### config.mk
export PLATFORM = sky130hd
export DESIGN_NAME = tiny_boot_loader
export DESIGN_NICKNAME = d
export VERILOG_FILES = /design/src/rtl/tiny_boot_loader_pkg.sv /design/src/rtl/tiny_boot_loader_uart_rx.sv /design/src/rtl/tiny_boot_loader.sv
export SDC_FILE = /design/constraint.sdc
export NUM_CORES = 1
export LEC_CHECK = 0
export ABC_CLOCK_PERIOD_IN_PS = 4900
export CAP_MARGIN = 10
export CELL_PAD_IN_SITES_DETAIL_PLACEMENT = 1
export CELL_PAD_IN_SITES_GLOBAL_PLACEMENT = 2
export CORE_UTILIZATION = 41
export DETAILED_ROUTE_END_ITERATION = 8
export PLACE_DENSITY_LB_ADDON = 0.12
export SKIP_CTS_REPAIR_TIMING = 1
export SYNTH_ARGS = -nofsm -noshare
export SYNTH_HDL_FRONTEND = slang
export SYNTH_SLANG_ARGS = --single-unit
export TNS_END_PERCENT = 5
### constraint.sdc
create_clock -name clk -period 4.9 [get_ports clk]
set_input_delay 0.735 -clock clk [delete_from_list [all_inputs] [get_ports clk]]
set_output_delay 0.735 -clock clk [all_outputs]
set_load 0.1 [all_outputs]
### src/rtl/tiny_boot_loader_pkg.sv
// tiny_boot_loader_pkg
//   Definitions shared by the boot loader, its UART receiver and the TinyCore
//   code RAM: loader and receiver state encodings, code RAM geometry and the
//   rule for the length byte of a boot frame.
//   No ports. Import with "import tiny_boot_loader_pkg::*;".
package tiny_boot_loader_pkg;

  // Code RAM geometry, shared with the core side of the RAM mux
  localparam int CODE_RAM_DEPTH = 256;
  localparam int CODE_ADDR_W    = 8;
  localparam int CODE_DATA_W    = 8;

  // One extra bit so that a full 256-byte image can be counted
  localparam int COUNT_W = $clog2(CODE_RAM_DEPTH) + 1;

  // A length byte of zero stands for a full code RAM image
  localparam bit LEN_ZERO_MEANS_256 = 1'b1;

  // Loader states
  localparam logic [1:0] ST_LEN   = 2'd0;
  localparam logic [1:0] ST_LOAD  = 2'd1;
  localparam logic [1:0] ST_CHECK = 2'd2;
  localparam logic [1:0] ST_RUN   = 2'd3;

  // UART receiver states
  localparam logic [1:0] RX_IDLE  = 2'd0;
  localparam logic [1:0] RX_START = 2'd1;
  localparam logic [1:0] RX_DATA  = 2'd2;
  localparam logic [1:0] RX_STOP  = 2'd3;

  // Translate a received length byte into the number of payload bytes
  function automatic logic [COUNT_W-1:0] lenToCount(input logic [CODE_DATA_W-1:0] lenByte);
    if (LEN_ZERO_MEANS_256 && (lenByte == '0)) begin
      return COUNT_W'(CODE_RAM_DEPTH);
    end
    return {1'b0, lenByte};
  endfunction

endpackage

### src/rtl/tiny_boot_loader_uart_rx.sv
// tiny_uart_rx
//   8N1 UART receiver for the boot loader. The line is synchronised, a start
//   bit is detected on a falling edge while idle and re-checked half a bit
//   later, data bits are sampled LSB first at bit centres and the stop bit is
//   sampled at its centre.
// Ports
//   clk_i         clock, all logic on posedge
//   nreset_i      asynchronous active-low reset
//   abort_i       drop any byte in flight and return to idle
//   rx_i          serial input, idle high
//   byte_valid_o  one-cycle pulse, the cycle after a good stop-bit sample
//   byte_data_o   last good byte, held until the next one
//   frame_err_o   one-cycle pulse, the cycle after a low stop-bit sample
module tiny_uart_rx
  import tiny_boot_loader_pkg::*;
#(
  parameter int CLKS_PER_BIT = 434,
  parameter int SYNC_STAGES  = 2
) (
  input  logic       clk_i,
  input  logic       nreset_i,
  input  logic       abort_i,
  input  logic       rx_i,
  output logic       byte_valid_o,
  output logic [7:0] byte_data_o,
  output logic       frame_err_o
);

  localparam int TW = $clog2(CLKS_PER_BIT);
  localparam logic [TW-1:0] FULL_LAST = TW'(CLKS_PER_BIT - 1);
  localparam logic [TW-1:0] HALF_LAST = TW'(CLKS_PER_BIT / 2 - 1);

  logic [SYNC_STAGES-1:0] syncQ;
  logic                   rxSync;
  logic                   rxPrevQ;

  logic [1:0]    stateQ, stateD;
  logic [TW-1:0] timerQ, timerD;
  logic [2:0]    bitCntQ, bitCntD;
  logic [7:0]    shiftQ, shiftD;
  logic [7:0]    dataQ, dataD;
  logic          validQ, validD;
  logic          ferrQ, ferrD;

  assign rxSync = syncQ[SYNC_STAGES-1];

  // Synchroniser chain; rxPrevQ is one more stage used only for edge detection.
  // Both reset to the idle (high) line level so reset release is not a start bit.
  always_ff @(posedge clk_i or negedge nreset_i) begin
    if (!nreset_i) begin
      syncQ   <= '1;
      rxPrevQ <= 1'b1;
    end else begin
      syncQ[0] <= rx_i;
      for (int i = 1; i < SYNC_STAGES; i++) begin
        syncQ[i] <= syncQ[i-1];
      end
      rxPrevQ <= rxSync;
    end
  end

  // Receiver sequencing. The timer counts cycles within the current bit and
  // restarts at every sampling point; abort_i overrides everything.
  always_comb begin
    stateD  = stateQ;
    timerD  = timerQ + TW'(1);
    bitCntD = bitCntQ;
    shiftD  = shiftQ;
    dataD   = dataQ;
    validD  = 1'b0;
    ferrD   = 1'b0;
    case (stateQ)
      RX_IDLE: begin
        timerD = '0;
        if (rxPrevQ && !rxSync) begin
          stateD = RX_START;
        end
      end
      RX_START: begin
        if (timerQ == HALF_LAST) begin
          timerD  = '0;
          bitCntD = '0;
          stateD  = rxSync ? RX_IDLE : RX_DATA;
        end
      end
      RX_DATA: begin
        if (timerQ == FULL_LAST) begin
          timerD  = '0;
          shiftD  = {rxSync, shiftQ[7:1]};
          bitCntD = bitCntQ + 3'd1;
          if (bitCntQ == 3'd7) begin
            stateD = RX_STOP;
          end
        end
      end
      default: begin
        if (timerQ == FULL_LAST) begin
          timerD = '0;
          stateD = RX_IDLE;
          if (rxSync) begin
            validD = 1'b1;
            dataD  = shiftQ;
          end else begin
            ferrD = 1'b1;
          end
        end
      end
    endcase
    if (abort_i) begin
      stateD = RX_IDLE;
      timerD = '0;
      validD = 1'b0;
      ferrD  = 1'b0;
    end
  end

  // Receiver state registers
  always_ff @(posedge clk_i or negedge nreset_i) begin
    if (!nreset_i) begin
      stateQ  <= RX_IDLE;
      timerQ  <= '0;
      bitCntQ <= '0;
      shiftQ  <= '0;
      dataQ   <= '0;
      validQ  <= 1'b0;
      ferrQ   <= 1'b0;
    end else begin
      stateQ  <= stateD;
      timerQ  <= timerD;
      bitCntQ <= bitCntD;
      shiftQ  <= shiftD;
      dataQ   <= dataD;
      validQ  <= validD;
      ferrQ   <= ferrD;
    end
  end

  assign byte_valid_o = validQ;
  assign byte_data_o  = dataQ;
  assign frame_err_o  = ferrQ;

endmodule

### src/rtl/tiny_boot_loader.sv
// tiny_boot_loader
//   Receives a program image over UART (LEN byte, N payload bytes, XOR CHK
//   byte), writes it to the TinyCore code RAM and keeps the core in reset
//   until the checksum matches.
// Ports
//   clk          clock, all logic on posedge
//   nreset       asynchronous active-low reset
//   rx           UART serial input, idle high
//   boot_req     one-cycle pulse: restart loading, core back into reset
//   core_nreset  core reset, high only in RUN
//   prog_we      code RAM write strobe, one cycle per payload byte
//   prog_addr    code RAM write address
//   prog_wdata   code RAM write data
//   loading      loader owns the code RAM (every state except RUN)
//   err          sticky checksum/framing error, cleared by the next LEN byte
module tiny_boot_loader
  import tiny_boot_loader_pkg::*;
#(
  parameter int CLKS_PER_BIT = 434,
  parameter int SYNC_STAGES  = 2
) (
  input  logic                   clk,
  input  logic                   nreset,
  input  logic                   rx,
  input  logic                   boot_req,
  output logic                   core_nreset,
  output logic                   prog_we,
  output logic [CODE_ADDR_W-1:0] prog_addr,
  output logic [CODE_DATA_W-1:0] prog_wdata,
  output logic                   loading,
  output logic                   err
);

  logic                   byteValid;
  logic [CODE_DATA_W-1:0] byteData;
  logic                   frameErr;

  logic [1:0]             stateQ, stateD;
  logic [COUNT_W-1:0]     countQ, countD;
  logic [CODE_ADDR_W-1:0] addrQ, addrD;
  logic [CODE_DATA_W-1:0] checksumQ, checksumD;
  logic                   errQ, errD;

  // boot_req also flushes the receiver so a half-received byte never lands
  tiny_uart_rx #(
    .CLKS_PER_BIT(CLKS_PER_BIT),
    .SYNC_STAGES (SYNC_STAGES)
  ) uRx (
    .clk_i       (clk),
    .nreset_i    (nreset),
    .abort_i     (boot_req),
    .rx_i        (rx),
    .byte_valid_o(byteValid),
    .byte_data_o (byteData),
    .frame_err_o (frameErr)
  );

  // Loader FSM with payload counter, write address and running XOR checksum.
  // boot_req takes priority over a byte arriving in the same cycle.
  always_comb begin
    stateD    = stateQ;
    countD    = countQ;
    addrD     = addrQ;
    checksumD = checksumQ;
    errD      = errQ;
    if (boot_req) begin
      stateD = ST_LEN;
    end else begin
      case (stateQ)
        ST_LEN: begin
          if (byteValid) begin
            countD    = lenToCount(byteData);
            addrD     = '0;
            checksumD = '0;
            errD      = 1'b0;
            stateD    = ST_LOAD;
          end
        end
        ST_LOAD: begin
          if (byteValid) begin
            checksumD = checksumQ ^ byteData;
            addrD     = addrQ + CODE_ADDR_W'(1);
            countD    = countQ - COUNT_W'(1);
            if (countD == '0) begin
              stateD = ST_CHECK;
            end
          end
        end
        ST_CHECK: begin
          if (byteValid) begin
            if (byteData == checksumQ) begin
              stateD = ST_RUN;
            end else begin
              errD   = 1'b1;
              stateD = ST_LEN;
            end
          end
        end
        default: ;
      endcase
      if (frameErr && (stateQ != ST_RUN)) begin
        errD   = 1'b1;
        stateD = ST_LEN;
      end
    end
  end

  // Loader state registers
  always_ff @(posedge clk or negedge nreset) begin
    if (!nreset) begin
      stateQ    <= ST_LEN;
      countQ    <= '0;
      addrQ     <= '0;
      checksumQ <= '0;
      errQ      <= 1'b0;
    end else begin
      stateQ    <= stateD;
      countQ    <= countD;
      addrQ     <= addrD;
      checksumQ <= checksumD;
      errQ      <= errD;
    end
  end

  // The strobe is decoded straight from the registered byte_valid pulse so it
  // can only ever appear while the registered state is LOAD.
  assign prog_we     = (stateQ == ST_LOAD) && byteValid && !boot_req;
  assign prog_addr   = addrQ;
  assign prog_wdata  = byteData;
  assign loading     = (stateQ != ST_RUN);
  assign core_nreset = (stateQ == ST_RUN);
  assign err         = errQ;

endmodule

==> results_dict.tcl <==
set metrics [dict create \
    nets 383 \
    wirelength_um 7785 \
    ys_warn_count 0 \
    min_from "uRx.syncQ[0]$_DFF_PN1_" \
    vdd_drop_max_mv 0.1780 \
    fmax_mhz 304.8 \
    hold_viol 0 \
    num_io_pins 24 \
    synth_cell_types 55 \
    cp-start-kind "input port" \
    yosys.area.top_type "dfrtp_1" \
    area_delta_synth_final_pct 15.61 \
    routed-via-count 2534 \
    yosysMostFrequentCell "dfrtp_1" \
    cts.clk_slew.worst_paths_ns 0.08 \
    cts_buffer_depth 2 \
    cts_sinks 63 \
    finClkSkew_ns 0.009367 \
    multiInputGateArea_um2 1665 \
    antenna_left 0 \
    hp-class "flop to flop" \
    fill_cells 933 \
    coreArea_um2 7848 \
    worstPathArrival_ns 2.55 \
    ys.flop_type "dfrtp_1" \
    finalCritPeriodShare_pct 66.97 \
    cp.required_ns 4.16 \
    path_class "input port to primary output" \
    viasPerCell 5.403 \
    seq_area_um2 1580 \
    hold_depth 0 \
    power.leakage_nw 1.740 \
    dieArea_um2 8576 \
    syn_nets 357 \
    fin_hold_ws_ns 0.3636 \
    h-tree-depth 3 \
    place_hpwl_um 5542 \
    status "finished, final reports clean" \
    cap_violations 0 \
    place_inst 453 \
    port-buffer-count 23 \
    synthTopCellsByCount "dfrtp_1 (60), nor2_1 (31), nand2_1 (27), o21ai_0 (24), ha_1 (17)" \
    start_util_pct 42.89 \
    fp.dieW_um 92.61 \
    root_buffer "clkbuf_8" \
    cts_tree "yes" \
    synth.area.top_cells "dfrtp_1 (45%), ha_1 (6.3%), mux2_2 (5.0%)" \
    async_flop_share_pct 100.0 \
    finalSetupViolCount 0 \
    synth_edf_count 0 \
    rr_startpoint "countQ[0]$_DFFE_PN0P_" \
    period_minus_slack_ns 3.281 \
    ff2ff_setup_slack_ns 2.62 \
    finalNonFillerCells 469 \
    syn-instance-count 336 \
    grt-ovfl-total 0 \
    diodes 0 \
    first_global_vias 2560 \
    syn_area_um2 3366 \
    syn_avg_cell_area_um2 10.02 \
    powerDensity_nw_per_um2 330.1 \
    r2r_cells 7 \
    pre_cts_slack_ns 1.615 \
    drt_iter0_markers 106 \
    die_y_um 92.61 \
    cts_made_buffers 9 \
    netlist.area_leader.share_pct 44.61 \
    hold_path_end "uRx.syncQ[1]$_DFF_PN1_" \
    ys_seq_elements 63 \
    grt_pass1_wl_um 13230 \
    clkLatencyLatePin_ns 0.35 \
    rsz0062_at_grt "false" \
    critPathCaptureType "primary output" \
    antenna_found_initial 0 \
    crit_fanout 11 \
    finalSetupTns_ns 0 \
    drc 0 \
    ys_seq_area_share_pct 46.95 \
    grt_use_total_pct 20.47 \
    grt_start_max_net_pins 64 \
    firstDrtPassIters 4 \
    drv_slew 0 \
    row_count 32 \
    worst_pin_slew_ns 0.9802 \
    r2r_end "stateQ[1]$_DFFE_PN0P_" \
    wl_per_cell_um 16.60 \
    drive_above_1_share_pct 13.08 \
    place_congestion 0.7251 \
    setup_ws_ns 1.619 \
    slew_headroom_pct 34.45 \
]
## placed cells by master (no fill, tap or decap), types with 10 or more instances in the layout
cell type | synthesis | final
dfrtp_1 | 60 | 60
nand3_1 | 16 | 16
inv_1 | 16 | 16
o21ai_0 | 24 | 24
ha_1 | 17 | 17
nor2_1 | 31 | 31
nand2_1 | 27 | 27
clkdlybuf4s50_1 | 0 | 21
mux2_2 | 15 | 15
xor2_1 | 11 | 11
a21oi_1 | 10 | 10
nor2b_1 | 10 | 10
## routing by layer
metal	wire [um]	vias to the layer above	track usage [%]	share of wire, %
li1	-	1246	-	-
met1	3722	1258	27.04	48
met2	3829	20	32.84	49
met3	88	10	2.956	1.1
met4	144	0	10.03	1.8
met5	0	-	0	0
## registers in the layout (all words and copies together), names as in the netlist
| register | flops |
|---|---|
| uRx.shiftQ | 8 |
| prog_addr | 8 |
| uRx.byte_data_o | 8 |
| uRx.bitCntQ | 3 |
| uRx.rxPrevQ | 1 |
| uRx.byte_valid_o | 1 |
| checksumQ | 8 |
| uRx.syncQ | 2 |
| uRx.timerQ | 9 |
| uRx.frame_err_o | 1 |
| stateQ | 2 |
| countQ | 9 |
| uRx.stateQ | 2 |
| err | 1 |
## per-stage QoR
step / util (%) / power, mW / instance area, um2
global route: 49.59 / 1.348 / 3891
global placement: 47.02 / 0.8196 / 3690
detailed placement: 47.02 / 0.8236 / 3690
CTS: 49.59 / 1.302 / 3891
finish: 49.59 / 1.284 / 3891
floorplan: - / 0.7642 / 3366
## worst max path at each step
stage                                startpoint         endpoint  slack [ns]
after floorplan           stateQ[0]$_DFFE_PN0P_  err$_DFFE_PN0P_        1.98
after global placement                 boot_req          prog_we        1.66
after detailed placement               boot_req          prog_we        1.61
after global routing                   boot_req          prog_we        1.48
final                                  boot_req          prog_we        1.62
after CTS                              boot_req          prog_we        1.62
## where the power goes
group / switching (mW) / total (mW) / internal, mW
Combinational: 0.136 / 0.218 / 0.0816
Clock: 0.232 / 0.473 / 0.241
Sequential: 0.0450 / 0.594 / 0.549
Total: 0.413 / 1.28 / 0.871
## area by class of cell
type | instances | share of cell area (%)
multi-input cells | 244 | 42.80
well taps | 102 | 3.280
inverters | 17 | 1.640
clock buffers | 9 | 3.183
repair buffers | 27 | 6.495
clock inverters | 7 | 1.994
flip-flops and latches | 63 | 40.61
## worst max-delay path, cell delays in order
cell             delay [ns]
clkdlybuf4s50_1        0.64
nor2b_1                0.08
buf_4                  0.18
nand2_1                0.23
clkinv_1               0.33
buf_4                  0.34
## logic make-up (layout without fill, tap and decap cells)
family	count (synthesis)	after routing	synth area share [%]
simple gates	123	123	19.48
compound gates	66	66	12.49
flops	63	63	46.95
buf+inv	29	60	3.569
mux	20	20	6.506
xor+xnor	18	18	4.684
fa+ha+maj	17	17	6.320
No activity file was read; power rests on OpenSTA's default activity.
